<file path="src/rtl/corr_multi_rect.sv">
// N-channel rectangular-window correlator streaming normalised counts as byte packets.
// Optional macro CORR_MULTI_RECT_CHECKSUM_EN appends an XOR checksum byte to each packet.
module corr_multi_rect #(
  parameter int unsigned N_CH   = 4,
  parameter int unsigned TIME_W = 16,
  parameter int unsigned EXP_W  = $clog2(TIME_W + 1)
) (
  input  logic             i_clk,
  input  logic             i_rst,
  input  logic             i_cg,
  input  logic             i_strobe,
  input  logic             i_enable,
  input  logic [EXP_W-1:0] i_windowLengthExp,
  input  logic [N_CH-1:0]  i_x,
  input  logic             i_y,
  output logic [7:0]       o_bp_data,
  output logic             o_bp_valid,
  input  logic             i_bp_ready,
  output logic [7:0]       o_winNum,
  output logic [7:0]       o_dropCount,
  output logic             o_busy
);

  localparam int unsigned CNT_W = TIME_W + 1;
  localparam int unsigned NRM_W = TIME_W + 9;
`ifdef CORR_MULTI_RECT_CHECKSUM_EN
  localparam int unsigned PKT_L = 3 + 3 * N_CH;
`else
  localparam int unsigned PKT_L = 2 + 3 * N_CH;
`endif
  localparam int unsigned IDX_W = $clog2(PKT_L);

  typedef enum logic {S_IDLE = 1'b0, S_SEND = 1'b1} state_e;

  state_e           state_q, state_d;
  logic [CNT_W-1:0] t_q, t_d;
  logic [CNT_W-1:0] cnt_y_q, cnt_y_d, cnt_y_n;
  logic [CNT_W-1:0] cnt_x_q [N_CH];
  logic [CNT_W-1:0] cnt_x_d [N_CH];
  logic [CNT_W-1:0] cnt_x_n [N_CH];
  logic [CNT_W-1:0] cnt_i_q [N_CH];
  logic [CNT_W-1:0] cnt_i_d [N_CH];
  logic [CNT_W-1:0] cnt_i_n [N_CH];
  logic [CNT_W-1:0] cnt_s_q [N_CH];
  logic [CNT_W-1:0] cnt_s_d [N_CH];
  logic [CNT_W-1:0] cnt_s_n [N_CH];
  logic [7:0]       win_q, win_d;
  logic [7:0]       drop_q, drop_d;
  logic [IDX_W-1:0] idx_q, idx_d;
  logic [7:0]       snap_q [PKT_L];
  logic [7:0]       snap_d [PKT_L];
  logic [7:0]       snap_n [PKT_L];

  logic             sample, wrap, hs, last_hs;
  logic [CNT_W-1:0] mask;

  // count/2^e scaled to 256, saturated to one byte
  function automatic logic [7:0] norm(input logic [CNT_W-1:0] cnt, input logic [EXP_W-1:0] e);
    logic [NRM_W-1:0] s;
    s = (NRM_W'(cnt) << 8) >> e;
    return (s > NRM_W'(255)) ? 8'hFF : s[7:0];
  endfunction

  always_comb begin
    sample  = i_cg && i_strobe && i_enable;
    mask    = (CNT_W'(1) << i_windowLengthExp) - CNT_W'(1);
    wrap    = sample && ((t_q & mask) == mask);
    hs      = i_cg && (state_q == S_SEND) && i_bp_ready;
    last_hs = hs && (idx_q == IDX_W'(PKT_L - 1));

    // Counts including the current sample, so a wrapping sample lands in the snapshot
    cnt_y_n = cnt_y_q + CNT_W'(i_y);
    for (int unsigned c = 0; c < N_CH; c++) begin
      cnt_x_n[c] = cnt_x_q[c] + CNT_W'(i_x[c]);
      cnt_i_n[c] = cnt_i_q[c] + CNT_W'(i_x[c] & i_y);
      cnt_s_n[c] = cnt_s_q[c] + CNT_W'(i_x[c] ^ i_y);
    end

    snap_n[0] = win_q;
    snap_n[1] = norm(cnt_y_n, i_windowLengthExp);
    for (int unsigned c = 0; c < N_CH; c++) begin
      snap_n[2 + 3 * c] = norm(cnt_x_n[c], i_windowLengthExp);
      snap_n[3 + 3 * c] = norm(cnt_i_n[c], i_windowLengthExp);
      snap_n[4 + 3 * c] = norm(cnt_s_n[c], i_windowLengthExp);
    end
`ifdef CORR_MULTI_RECT_CHECKSUM_EN
    snap_n[PKT_L-1] = 8'h00;
    for (int unsigned b = 0; b < PKT_L - 1; b++) snap_n[PKT_L-1] = snap_n[PKT_L-1] ^ snap_n[b];
`endif

    state_d = state_q;
    t_d     = t_q;
    cnt_y_d = cnt_y_q;
    cnt_x_d = cnt_x_q;
    cnt_i_d = cnt_i_q;
    cnt_s_d = cnt_s_q;
    win_d   = win_q;
    drop_d  = drop_q;
    idx_d   = idx_q;
    snap_d  = snap_q;

    if (i_cg) begin
      if (!i_enable || wrap) begin
        t_d     = '0;
        cnt_y_d = '0;
        for (int unsigned c = 0; c < N_CH; c++) begin
          cnt_x_d[c] = '0;
          cnt_i_d[c] = '0;
          cnt_s_d[c] = '0;
        end
      end else if (sample) begin
        t_d     = t_q + CNT_W'(1);
        cnt_y_d = cnt_y_n;
        cnt_x_d = cnt_x_n;
        cnt_i_d = cnt_i_n;
        cnt_s_d = cnt_s_n;
      end

      // Snapshot shifts toward byte 0 so o_bp_data comes straight from a flop
      if (hs) begin
        for (int unsigned b = 0; b < PKT_L - 1; b++) snap_d[b] = snap_q[b + 1];
        snap_d[PKT_L-1] = 8'h00;
        idx_d = idx_q + IDX_W'(1);
        if (last_hs) state_d = S_IDLE;
      end

      if (wrap) begin
        win_d = win_q + 8'd1;
        if ((state_q == S_IDLE) || last_hs) begin
          snap_d  = snap_n;
          idx_d   = '0;
          state_d = S_SEND;
        end else if (drop_q != 8'hFF) begin
          drop_d = drop_q + 8'd1;
        end
      end
    end
  end

  always_ff @(posedge i_clk or posedge i_rst) begin
    if (i_rst) begin
      state_q <= S_IDLE;
      t_q     <= '0;
      cnt_y_q <= '0;
      for (int unsigned c = 0; c < N_CH; c++) begin
        cnt_x_q[c] <= '0;
        cnt_i_q[c] <= '0;
        cnt_s_q[c] <= '0;
      end
      win_q  <= 8'h00;
      drop_q <= 8'h00;
      idx_q  <= '0;
      for (int unsigned b = 0; b < PKT_L; b++) snap_q[b] <= 8'h00;
    end else begin
      state_q <= state_d;
      t_q     <= t_d;
      cnt_y_q <= cnt_y_d;
      cnt_x_q <= cnt_x_d;
      cnt_i_q <= cnt_i_d;
      cnt_s_q <= cnt_s_d;
      win_q   <= win_d;
      drop_q  <= drop_d;
      idx_q   <= idx_d;
      snap_q  <= snap_d;
    end
  end

  assign o_bp_data   = snap_q[0];
  assign o_bp_valid  = (state_q == S_SEND);
  assign o_busy      = (state_q == S_SEND);
  assign o_winNum    = win_q;
  assign o_dropCount = drop_q;

endmodule

</file>
<file path="config.mk">
export PLATFORM = sky130hd
export DESIGN_NAME = corr_multi_rect
export DESIGN_NICKNAME = d
export VERILOG_FILES = /design/src/rtl/corr_multi_rect.sv
export SDC_FILE = /design/constraint.sdc
export NUM_CORES = 2
export LEC_CHECK = 0
export ABC_AREA = 1
export BUFFER_PORTS_ARGS = -buffer_cell sky130_fd_sc_hd__buf_2
export CAP_MARGIN = 20
export CORE_UTILIZATION = 26
export CTS_BUF_LIST = sky130_fd_sc_hd__clkbuf_4 sky130_fd_sc_hd__clkbuf_8
export DETAILED_ROUTE_END_ITERATION = 8
export PLACE_DENSITY = 0.45
export SLEW_MARGIN = 40
export SYNTH_ARGS = -nofsm -noshare
export SYNTH_HDL_FRONTEND = slang
export SYNTH_SLANG_ARGS = --single-unit
</file>
<file path="constraint.sdc">
create_clock -name i_clk -period 25.1 [get_ports i_clk]
set_input_delay 3.765 -clock i_clk [delete_from_list [all_inputs] [get_ports i_clk]]
set_output_delay 3.765 -clock i_clk [all_outputs]
set_load 0.005 [all_outputs]
</file>
* After elaboration in Yosys (flattened, before gate mapping)
Index checks and enable logic that the tools add are counted.
** Cells by class
- $add $sub $neg :: 18
- Order comparisons :: 13
- Equality and inequality tests :: 3
- Shifts and indexed selects :: 14
- Multiplexer cells :: 33
- Bitwise gates (word level) :: 11
- Reduce and logical (&&, ||, !) cells :: 13
** Operator list (count)
- 68-bit 2-to-1 mux :: 6
- 112-bit 2-to-1 mux :: 3
- 25-bit by 8-bit > comparator with 1-bit output (second input constant) :: 13
- 25-bit by 5-bit >> shifter with 25-bit output :: 13
- 17-bit by 1-bit adder with 17-bit output :: 13
- 8-bit 2-to-1 mux :: 13
- 17-bit 2-to-1 mux :: 4
- 17-bit by 1-bit adder with 17-bit output (second input constant) :: 1
- 17-bit AND :: 1
- 17-bit == test :: 1
- 1-bit by 5-bit << shifter with 17-bit output (first input constant) :: 1
- 17-bit by 2-bit subtractor with 17-bit output (second input constant) :: 1
- 8-bit by 1-bit adder with 8-bit output (second input constant) :: 2
- 4-bit 2-to-1 mux :: 3
- 8-bit != test (second input constant) :: 1
- 1-bit logical AND :: 6
- 4-bit by 1-bit adder with 4-bit output (second input constant) :: 1
- 1-bit AND :: 4
- 4-bit == test (second input constant) :: 1
- 1-bit 2-to-1 mux :: 4
- 2-bit AND reduction :: 2
- 4-bit AND reduction :: 1
- 1-bit XOR :: 4
- 1-bit logical OR :: 2
- 3 further kinds :: 4
** Storage, ports and cells
- Bits in registers :: 371
- Output and inout port bits :: 26
- Word-level logic and storage cells :: 137

* Longest topological paths before layout
- Word-level depth :: 8
- Depth in mapped cells :: 23
- Gate-level depth less buffers :: 22

* Least setup slack after synthesis
No wires, ideal clock.
- Path kind :: input -> register
- Start point :: input i_windowLengthExp[4]
- End point :: register snap_q[10] (netlist bit)
- Setup time :: 0.117 ns
- Arrival :: 6.705 ns
- Data required time :: 24.983 ns
- Path slack :: 18.279 ns
- Stages :: 23
- Cells stage by stage :: buf_2 -> inv_2 -> nand2_4 -> nor2_1 -> buf_2 -> buf_1 -> clkbuf_1 -> nand2_1 -> ha_1 -> nand3_2 -> nor2_1 -> inv_1 -> a21oi_1 -> nor2_1 -> nand2_1 -> nor2_2 -> nand3_2 -> buf_2 -> buf_2 -> a31oi_1 -> nand3_1 -> nand2_1 -> nand2_1
** Between the ends
- Longest elaborated chain between the ends :: 6
** RTL lines
- from (decl) :: line 13 : input logic [EXP_W-1:0] i_windowLengthExp,
- parallel branches: the longest is 5 deep, another holds 25-bit by 8-bit > comparator with 1-bit output
- 112-bit 2-to-1 mux * :: line 127 : if (wrap) begin
- to (signal assigned) :: line 164 : snap_q <= snap_d;
- to (decl) :: line 50 : logic [7:0] snap_q [PKT_L];
Mark *: on every way between the ends.
A chain may end at the register's enable or synchronous reset.

* Final worst setup path
- Start point :: input i_windowLengthExp[4]
- End point :: register cnt_s_q[18] (netlist bit)
** Between the ends
- Longest elaborated chain between the ends :: 8
** RTL lines
- 1-bit by 5-bit << shifter with 17-bit output * :: line 66 : mask = (CNT_W'(1) << i_windowLengthExp) - CNT_W'(1);
- 17-bit by 2-bit subtractor with 17-bit output * :: line 66
- 17-bit AND :: line 67 : wrap = sample && ((t_q & mask) == mask);
- 17-bit == test * :: line 67
- 1-bit logical AND * :: line 67
- 1-bit logical OR * :: line 103 : if (!i_enable || wrap) begin
- 2-bit nonzero test (no source line)
- 2-bit AND reduction (no source line)
- to (signal assigned) :: line 160 : cnt_s_q <= cnt_s_d;
- to (decl) :: line 44 : logic [CNT_W-1:0] cnt_s_q [N_CH];
Mark *: on every way between the ends. The rest lies on a longest branch, timed or not.

==> qor_table.md <==
| Group | Item | Value |
|---|---|---|
| drt | Vias after detailed routing | 39700 |
| placement | Count of buffers inserted at the top-level ports | 41 |
| sta | Worst slew margin relative to its limit | 34.0% |
| synth | Synth Cell Area | 35100 sq um |
| run | Max-capacitance violation count | 0 |
| power | Sw Share | 34.2% |
| cts | Clock transition at the registers of the reported paths | 0.06 ns |
| sta | Max Transition Viols Final | 0 |
| drt | Routed met2 length | 64900 um |
| sta | Final period demand of the worst path | 8.83 ns |
| power | Final total power | 1.69 mW |
| synth | Net count after synthesis | 6049 |
| layout | Nets@finish | 5882 |
| power | Sequential group share of total power | 36.9% |
| die | Die Footprint | 136000 sq um |
| drt | Average wire per cell in the routed design | 18.6 um |
| layout | Area grow syn2layout | 9.06% |
| power | Ratio of total power to cell area | 44.2 nW/um^2 |
| power | Share of power burned in the clock network | 44.0% |
| cts | CTS root buffer | sky130_fd_sc_hd__clkbuf_8 |
| drt | Number of vias per cell after detailed routing | 5.19 |
| worst setup path | Reg2Reg Depth | 19 |
| cts | CTS Hold Buffers Added | 0 |
| layout | Count of fill cells added during filler insertion | 15300 |
| min path | Cell depth of the worst hold path | 2 |
| synth | Largest area contributor in the netlist | sky130_fd_sc_hd__dfrtp_1 |
| drt | Final WL | 142000 um |
| global route | Global-route wire length before repair | 223000 um |
| cts | PostCTS Resize Cnt | 0 |
| drt | Total iterations of the first detailed-routing run | 8 |
| global route | Number of global-route vias before repair | 38000 |
| placement | Pre-CTS WS | 15.71 ns |
| synth | Post-Synthesis Mean Instance Area | 5.86 sq um |
| worst setup path | CP startpoint kind | primary input |
| synth | Synth top area cells | sky130_fd_sc_hd__dfrtp_1 (26%), sky130_fd_sc_hd__nand2_1 (23%), sky130_fd_sc_hd__nand3_1 (17%), sky130_fd_sc_hd__o21ai_0 (6.4%), sky130_fd_sc_hd__inv_1 (4.3%) |
| synth | Count of mapped cells out of synthesis | 5991 |
| worst setup path | Kind of end point of the critical path | flop |
| placement | HPWL after detailed placement | 98100 um |
| sta | Final worst slack | 16.27 ns |
| die | Count of boundary I/O pins | 42 |
| synth | Main flop type after synthesis | sky130_fd_sc_hd__dfrtp_1 |
| drt | Uppermost layer routed | met4 |
| worst setup path | Required time worst endpoint | 25.63 ns |
| synth | Area share of the largest cell type after synthesis | 26.5% |
| placement | GP Congestion | 0.899 |
| drt | Iteration-0 DRC count of the detailed router | 2989 |
| global route | Pin count of the biggest net entering global routing | 140 |
| layout | Share of layout cells above drive strength 1 | 5.88% |
| cts | Latest clock arrival within the worst-skew pair | 0.75 ns |
| run status | Outcome | finished, final reports clean |
| die | Initial Utilization | 26.3% |
| drt | Remaining number of nets flagged by the antenna check after routing | 0 |
| drt | Met1 wire length | 66300 um |
| sta | Count of final hold-check violations | 0 |
| synth | Library cells used by synthesis | 54 |
| power | Leak pwr | 17.6 nW |
| worst setup path | CP Cell Sequence | buf_4, inv_2, buf_4, nand2_4, nor2_4, buf_4, nand2_1, ha_1, nand2_1, o21ai_1, nand3b_1, nand2_1, nor2_1, nand2_1, nor2_2, nand2_4, nand2_2, nor2_4, inv_8, buf_4, o21ai_0 |
| sta | Slew at the pin closest to its max-slew limit | 0.990 ns |
| die | Standard cell core area | 134000 sq um |
| synth | Cell types with the highest counts after synthesis | sky130_fd_sc_hd__nand2_1 (2115), sky130_fd_sc_hd__nand3_1 (1192), sky130_fd_sc_hd__o21ai_0 (447), sky130_fd_sc_hd__inv_1 (401), sky130_fd_sc_hd__dfrtp_1 (371) |
| worst setup path | Highest net fanout along the worst path | 74 |
| die | Die span in x | 369 um |
| synth | Post-synthesis sequential area ratio | 26.5% |
| synth | Async set or reset register ratio after synthesis | 100% |
| sta | Largest clock skew in the final design | 0.0746 ns |
| power | NetSw | 0.577 mW |
| sta | Max Fclk | 113 MHz |
| cts | Total number of H-tree levels | 3 |
| worst setup path | Max stage delay on crit path | 0.70 ns |
| worst setup path | Crit path max-delay cell type | sky130_fd_sc_hd__buf_4 |
| cts | TritonCTS clock tree | yes |
| drt | Met3 WL | 6450 um |
| cts | Post-CTS setup buffers | 0 |
| worst setup path | Critical Setup Path Class | in -> reg |
| cts | Maximum buffer depth of the clock tree | 3 |
| cts | Clock buffers created by TritonCTS | 82 |
| sta | Hold WS | 0.479 ns |
| sta | Sum of negative setup slack | 0 ns |
| drt | DRC viols | 0 |
| synth | Synth warnings | 0 |
| die | Number of placement rows | 134 |
| global route | Total grt overflow | 0 |
| global route | Total routing resource utilization after global routing | 20.5% |
| die | Die Height | 369 um |
| sta | Setup repair after global routing missed its margin | no |
| cts | Number of sinks handled by clock tree synthesis | 371 |
| power | Worst ir drop on vdd | 35.8 uV |
| global route | Number of antenna violations at the first check in global routing | 2 |
| synth | Most numerous cell in the Yosys netlist | sky130_fd_sc_hd__nand2_1 |
| sta | Total of endpoints with negative setup slack in the final report | 0 |
| sta | Final Cycle Share | 35.2% |
| worst setup path | Data arrival time of the critical path | 9.35 ns |
| power | Power Internal | 1.11 mW |
| synth | Count of state elements after synthesis | 371 |
| synth | Number of flops mapped to enable cells by yosys | 0 |
| min path | Path type of the worst min-delay path | reg -> reg |
| power | Comb power frac | 19.1% |
[through the flow]
stage | area, sq um | instances | util (%)
3_5_place_dp | 36500 | 7506 | 27.3
6_report | 38300 | 7651 | 28.6
2_1_floorplan | 35100 | 5991 | -
3_3_place_gp | 36400 | 7506 | 27.3
5_1_grt | 38300 | 7651 | 28.6
4_1_cts | 38200 | 7648 | 28.6
[cell type report]
type / count / area (sq um) / area share, %
Tap cell: 1768 / 2210 / 5.78
Antenna cell: 1 / 2.50 / 0.00654
Clock buffer: 124 / 1570 / 4.10
Timing Repair Buffer: 96 / 731 / 1.91
Inverter: 419 / 1610 / 4.21
Sequential cell: 371 / 9280 / 24.3
Multi-Input combinational cell: 4854 / 22700 / 59.3
Clock inverter: 18 / 164 / 0.428
[worst max-delay path, delay by kind of cell]
kind / cells / cell delay [ns]
and+or+nand+nor: 12 / 1.97
AOI/OAI and AO/OA: 2 / 0.26
buffers and inverters: 6 / 2.81
adders and majority gates: 1 / 0.26
[per-layer routing]
metal	GRT usage [%]	vias to the layer above
li1	-	19600
met1	28.1	18800
met2	33.4	1044
met3	2.32	223
met4	6.69	0
met5	0	-
[cells by family (layout without fill, tap and decap cells)]
group / count (synthesis) / after routing / synth area share (%)
and+or+nand+nor: 3885 / 3885 / 47.4
muxes: 2 / 2 / 0.0606
adders and majority gates: 42 / 42 / 1.50
xor gates and xnor gates: 66 / 66 / 1.65
buffers and inverters: 766 / 657 / 9.01
AOI/OAI and AO/OA: 859 / 859 / 14.0
other: 0 / 1 / 0
DFF: 371 / 371 / 26.5
[final timing paths]
check | from | end | slack, ns
worst min-delay path | snap_q[29] | snap_q[29] | 0.48
max in group asynchronous | i_rst | cnt_i_q[63] | 20.30
worst min register to register | snap_q[29] | snap_q[29] | 0.48
min in group asynchronous | i_rst | cnt_x_q[16] | 2.98
worst max-delay path | i_windowLengthExp[4] | cnt_s_q[18] | 16.27
worst max register to register | cnt_x_q[34] | snap_q[70] | 21.45
[power by group through the flow]
stage,Clock [mW],Sequential (mW),Combinational (mW)
2_1_floorplan,0,0.631,0.224
3_3_place_gp,0,0.633,0.323
3_5_place_dp,0,0.633,0.320
4_1_cts,0.772,0.623,0.321
5_1_grt,0.793,0.624,0.360
6_report,0.744,0.623,0.323
[state kept, by name, summed over array words and instances, names as in the netlist]
signal	cells
cnt_i_q	68
cnt_s_q	68
cnt_x_q	68
cnt_y_q	17
idx_q	4
o_bp_data	8
o_bp_valid	1
o_dropCount	8
o_winNum	8
snap_q	104
t_q	17
[placed cells by master, fill, tap and decap left out, drive strengths merged, types with 4 or more instances in the layout]
cell and count:
o31ai 4, o22ai 105, nor3 42, nand3 1194
o2111ai 4, nand2 2122, o211ai 34, nand3b 5
or2 13, inv 417, clkinv 13, ha 42
xor2 59, a31oi 56, dfrtp 371, xnor2 7
a21oi 170, nor2 384, nand4 104, o21ai 466
buf 94, a22oi 9, and2 17, clkinvlp 5
clkbuf 126
No activity file was read; power rests on OpenSTA's default activity.
